`src/rtl/rst_run_pkg.sv`:
```
// Shared types and constants for the staged reset / run-length controller.
package rst_run_pkg;

  typedef enum logic [1:0] {
    RrHold,
    RrRelease,
    RrRun,
    RrDone
  } rst_run_state_e;

  typedef logic [7:0] exit_code_t;

  localparam exit_code_t ExitTimeout = 8'hFF;

  function automatic int max_int(input int a, input int b);
    return (a > b) ? a : b;
  endfunction

endpackage

```
`src/rtl/rst_run_delay.sv`:
```
// Loadable down-counter with a zero flag; used for the initial hold and the release gaps.
// Load wins over decrement; the counter parks at zero until it is reloaded.
module rst_run_delay #(
  parameter int              Width  = 3,
  parameter logic [Width-1:0] RstVal = '0
) (
  input  logic             clk_i,
  input  logic             rst_i,
  input  logic             load_i,
  input  logic [Width-1:0] load_val_i,
  output logic             zero_o
);

  logic [Width-1:0] cnt_q, cnt_d;

  always_comb begin
    cnt_d = cnt_q;
    if (load_i) begin
      cnt_d = load_val_i;
    end else if (cnt_q != '0) begin
      cnt_d = cnt_q - 1'b1;
    end
  end

  always_ff @(posedge clk_i) begin
    if (rst_i) begin
      cnt_q <= RstVal;
    end else begin
      cnt_q <= cnt_d;
    end
  end

  assign zero_o = (cnt_q == '0);

endmodule

```
`src/rtl/rst_run_ctrl.sv`:
```
// Staged reset release, run-cycle budget and halt/exit-code capture for the demo system.
// All outputs registered; halt_req_i is a level sampled only while running.
module rst_run_ctrl
  import rst_run_pkg::*;
#(
  parameter int unsigned NumResets  = 2,
  parameter int unsigned InitHold   = 2,
  parameter int unsigned ReleaseGap = 4,
  parameter int unsigned MaxCycles  = 100000,
  parameter int unsigned CntWidth   = 32
) (
  input  logic                 clk_sys_i,
  input  logic                 rst_sys_i,
  input  logic                 halt_req_i,
  input  logic [7:0]           halt_code_i,
  output logic                 halt_ack_o,
  output logic [NumResets-1:0] rst_n_o,
  output logic [CntWidth-1:0]  cycle_cnt_o,
  output logic                 running_o,
  output logic                 done_o,
  output logic                 timeout_o,
  output logic [7:0]           exit_code_o
);

  localparam int unsigned DlyW = $clog2(max_int(int'(InitHold), int'(ReleaseGap)) + 1);
  localparam logic [DlyW-1:0]      HoldLoad  = DlyW'(InitHold - 1);
  localparam logic [DlyW-1:0]      GapLoad   = DlyW'(ReleaseGap - 1);
  localparam logic [NumResets-1:0] AllRel    = {NumResets{1'b1}};
  localparam logic [NumResets-1:0] Bit0      = NumResets'(1);
  localparam logic [CntWidth-1:0]  CntMax    = {CntWidth{1'b1}};
  localparam logic [CntWidth-1:0]  LastCnt   = CntWidth'(MaxCycles - 1);
  localparam logic [CntWidth-1:0]  BudgetCnt = CntWidth'(MaxCycles);
  localparam logic                 TimeoutEn = (MaxCycles != 0);

  rst_run_state_e state_q, state_d;

  logic [NumResets-1:0] rst_n_q, rst_n_d;
  logic [CntWidth-1:0]  cnt_q, cnt_d;
  logic                 running_q, running_d;
  logic                 done_q, done_d;
  logic                 timeout_q, timeout_d;
  logic                 ack_q, ack_d;
  exit_code_t           exit_q, exit_d;

  logic                 dly_load;
  logic [DlyW-1:0]      dly_load_val;
  logic                 dly_zero;

  logic budget_end;
  assign budget_end = TimeoutEn && (cnt_q == LastCnt);

  rst_run_delay #(
    .Width  (DlyW),
    .RstVal (HoldLoad)
  ) u_delay (
    .clk_i      (clk_sys_i),
    .rst_i      (rst_sys_i),
    .load_i     (dly_load),
    .load_val_i (dly_load_val),
    .zero_o     (dly_zero)
  );

  always_ff @(posedge clk_sys_i) begin
    if (rst_sys_i) begin
      state_q <= RrHold;
    end else begin
      state_q <= state_d;
    end
  end

  always_comb begin
    state_d = state_q;
    unique case (state_q)
      RrHold:    if (dly_zero) state_d = RrRelease;
      RrRelease: if (rst_n_q == AllRel) state_d = RrRun;
      RrRun:     if (halt_req_i || budget_end) state_d = RrDone;
      RrDone:    state_d = RrDone;
      default:   state_d = RrHold;
    endcase
  end

  always_comb begin
    rst_n_d      = rst_n_q;
    cnt_d        = cnt_q;
    timeout_d    = timeout_q;
    exit_d       = exit_q;
    ack_d        = 1'b0;
    dly_load     = 1'b0;
    dly_load_val = GapLoad;
    running_d    = (state_d == RrRun);
    done_d       = (state_d == RrDone);
    unique case (state_q)
      RrHold: begin
        if (dly_zero) begin
          rst_n_d  = rst_n_q | Bit0;
          dly_load = 1'b1;
        end
      end
      RrRelease: begin
        // Thermometer release: each gap expiry shifts in one more high bit.
        if (rst_n_q != AllRel && dly_zero) begin
          rst_n_d  = (rst_n_q << 1) | Bit0;
          dly_load = 1'b1;
        end
      end
      RrRun: begin
        if (halt_req_i) begin
          ack_d  = 1'b1;
          exit_d = halt_code_i;
        end else if (budget_end) begin
          cnt_d     = BudgetCnt;
          timeout_d = 1'b1;
          exit_d    = ExitTimeout;
        end else if (cnt_q != CntMax) begin
          cnt_d = cnt_q + 1'b1;
        end
      end
      default: ;
    endcase
  end

  always_ff @(posedge clk_sys_i) begin
    if (rst_sys_i) begin
      rst_n_q   <= '0;
      cnt_q     <= '0;
      running_q <= 1'b0;
      done_q    <= 1'b0;
      timeout_q <= 1'b0;
      ack_q     <= 1'b0;
      exit_q    <= '0;
    end else begin
      rst_n_q   <= rst_n_d;
      cnt_q     <= cnt_d;
      running_q <= running_d;
      done_q    <= done_d;
      timeout_q <= timeout_d;
      ack_q     <= ack_d;
      exit_q    <= exit_d;
    end
  end

  assign rst_n_o     = rst_n_q;
  assign cycle_cnt_o = cnt_q;
  assign running_o   = running_q;
  assign done_o      = done_q;
  assign timeout_o   = timeout_q;
  assign halt_ack_o  = ack_q;
  assign exit_code_o = exit_q;

endmodule

```
`config.mk`:
```
export PLATFORM = sky130hd
export DESIGN_NAME = rst_run_ctrl
export DESIGN_NICKNAME = d
export VERILOG_FILES = /design/src/rtl/rst_run_pkg.sv /design/src/rtl/rst_run_delay.sv /design/src/rtl/rst_run_ctrl.sv
export SDC_FILE = /design/constraint.sdc
export NUM_CORES = 1
export LEC_CHECK = 0
export ABC_AREA = 1
export CAP_MARGIN = 15
export CORE_ASPECT_RATIO = 0.75
export CORE_MARGIN = 2
export CORE_UTILIZATION = 45
export DETAILED_ROUTE_END_ITERATION = 10
export PLACE_DENSITY = 0.7
export SLEW_MARGIN = 20
export SYNTH_ARGS = -nofsm -noshare
export SYNTH_HDL_FRONTEND = slang
export SYNTH_SLANG_ARGS = --single-unit
```
`constraint.sdc`:
```
create_clock -name clk_sys_i -period 2.2 [get_ports clk_sys_i]
set_input_delay 0.44 -clock clk_sys_i [delete_from_list [all_inputs] [get_ports clk_sys_i]]
set_output_delay 0.44 -clock clk_sys_i [all_outputs]
set_load 0.01 [all_outputs]
```
==> results.yml <==
run_status:
  outcome: "finished clean"
worst_hold_path:
  hold_class: "register to register"
power:
  power_switching_w: 0.000526
  intPower_w: 0.00134
  pwr-share-clk: 0.325
  combPwrFrac: 0.135
  leakage_nw: 1.62
  p_sw_frac: 0.282
  seqPwrFrac: 0.540
  vdd_drop_max_mv: 0.327
  p_per_area_nw_per_um2: 456
clocking:
  cts_setup_buffers: 0
  clock_latency_ns: 0.32
  cts_made_buffers: 5
  clkSlewWorstSetupHoldPaths_ns: 0.11
  cts_tree: "built"
  cts-root-buf: "clkbuf_8"
  cts.htree.levels: 2
  ctsHoldBuffers: 0
  numClockSinks: 51
  clock_path_buffers: 2
  cts_resized: 0
synth:
  ys_warn_count: 0
  ys_types: 30
  ys_ff_latch: 51
  syn_inst: 547
  syn_area_um2: 3300
  async_flop_share: 0
  syn_avg_cell_area_um2: 6.04
  syn_nets: 560
  yosysSeqAreaShare: 0.309
  synth-edff-count: 0
  synthFlopType: "dfxtp_1"
worst_setup_path:
  slowest_stage: "clkdlybuf4s50_1"
  worstPathArrival_ns: 1.53
  path_class: "register to primary output"
  critPathCaptureType: "primary output"
  crit_fanout: 9
  path_cells: "clkdlybuf4s50_1"
  worstPathRequired_ns: 1.76
  cp_top_family: "buffers and inverters"
  cp_num_buf_inv: 1
  cp-start-kind: "register"
  cp_slowest_stage_delay_ns: 0.62
placement:
  globalplace.congestion: 0.977
  dp_hpwl_um: 7120
  port_buffers: 56
die:
  start_util: 0.457
  die_y_um: 78.2
  core_area_um2: 7230
  num_io_pins: 57
  die_w_um: 103
  row_count: 27
  die_area_um2: 8050
sta:
  rsz0062_at_grt: "false"
  clock_skew_ns: 0.0134
  holdWs_ns: 0.484
  final_hold_viol_count: 0
  slew_headroom: 0.653
  drv_slew: 0
  timing.fmax_mhz: 508
  min_period_ns: 1.97
  fin_crit_sh: 0.896
  tightestPinTransition_ns: 0.520
  setup_violations: 0
  setup_tns_ns: 0
route:
  vias_per_cell: 5.02
  num_vias: 3552
  antenna_left: 0
  drc_errors: 0
  wirelength_um: 9420
  first_iter_violations: 202
  firstDrtPassIters: 5
  routedWlPerCell_um: 13.3
cells_and_area:
  syn2layout_area_growth_pct: 23.7
  drive_above_1_share: 0.0759
  num_antenna_cells: 0
  final_common_cell: "nand2_1"
  nets: 618
  mostFrequentLayoutCells: "150 x nand2_1, 139 x nor2_1, 64 x inv_1, 56 x clkdlybuf4s50_1, 51 x dfxtp_1"
global_routing:
  grt_pass1_vias: 3258
  grt_pass1_wl_um: 15500
  grt_start_max_net_pins: 26
  globalRouteTotalUtil: 0.246
  grt_overflow: 0
  antenna_found_initial: 0
job:
  drv_cap: 0
[metal layers]
| metal | vias to the layer above | track usage | wire (µm) |
|---|---|---|---|
| met5 | - | 0 | 0 |
| met2 | 97 | 0.362 | 4080 |
| li1 | 1814 | - | - |
| met3 | 15 | 0.0365 | 585 |
| met1 | 1626 | 0.372 | 4620 |
| met4 | 0 | 0.0658 | 133 |
[power by group through the flow]
stage	combinational (W)	clock [W]	sequential, W
after global placement	0.000244	0	0.00102
final	0.000252	0.000606	0.00101
after CTS	0.000255	0.000615	0.00101
after detailed placement	0.000254	0	0.00103
after floorplan	0.000169	0	0.00103
after global routing	0.000290	0.000662	0.00102
[registers in the layout, summed over array words and instances, names as in the netlist]
register,flops
rst_n_o,2
running_o,1
exit_code_o,8
cycle_cnt_o,32
halt_ack_o,1
done_o,1
state_q,2
timeout_o,1
u_delay.cnt_q,3
[cells in the mapped netlist, types with 2 or more instances]
master / count / share of area
ha_1: 2 / 0.0076
nand3_1: 31 / 0.047
buf_6: 3 / 0.010
xor2_1: 7 / 0.019
a21boi_0: 3 / 0.0068
nor3_1: 6 / 0.0091
clkbuf_1: 7 / 0.0080
nand4_1: 12 / 0.023
nor2_8: 2 / 0.012
nand2_8: 2 / 0.012
nor2_2: 3 / 0.0057
nand2_1: 150 / 0.17
buf_2: 3 / 0.0045
a21oi_1: 23 / 0.035
nor2_4: 4 / 0.014
o21bai_1: 2 / 0.0045
nand2_2: 5 / 0.0095
inv_1: 64 / 0.073
dfxtp_1: 51 / 0.31
o21ai_0: 11 / 0.017
a21oi_2: 9 / 0.024
nor2_1: 139 / 0.16
[final timing paths]
kind              slack (ns)  depth (start not counted)              end             from
setup / recovery        0.23                          1  cycle_cnt_o[28]  cycle_cnt_o[28]
hold / removal          0.48                          2   exit_code_o[1]   exit_code_o[1]
setup reg to reg        0.28                          9  cycle_cnt_o[23]   cycle_cnt_o[2]
hold reg to reg         0.48                          2   exit_code_o[1]   exit_code_o[1]
[metrics by stage]
step / setup slack, ns / utilization / instances / instance area [µm²] / total power [W]
6_report: 0.230 / 0.565 / 707 / 4090 / 0.00186
5_1_grt: 0.112 / 0.565 / 707 / 4090 / 0.00197
4_1_cts: 0.241 / 0.565 / 707 / 4090 / 0.00188
3_5_place_dp: 0.262 / 0.552 / 699 / 3990 / 0.00128
3_3_place_gp: 0.266 / 0.552 / 699 / 3990 / 0.00127
2_1_floorplan: 0.497 / - / 547 / 3300 / 0.00119
[layout make-up]
cell class,count,area (µm²)
Multi-Input combinational cell,417,1960
Sequential cell,51,1020
Tap cell,101,126
Clock inverter,2,16.3
Timing Repair Buffer,65,641
Inverter,65,244
Clock buffer,6,82.6
Fill cell,764,3140
[cell families (layout without fill, tap and decap cells)]
group	Yosys count	after routing	synth area share
and+or+nand+nor	357	357	0.471
buffers and inverters	79	138	0.0988
AOI/OAI and AO/OA	51	51	0.0954
DFF	51	51	0.309
xor gates and xnor gates	7	7	0.0186
adders and majority gates	2	2	0.00757
Power figures use the tool's default switching activity.
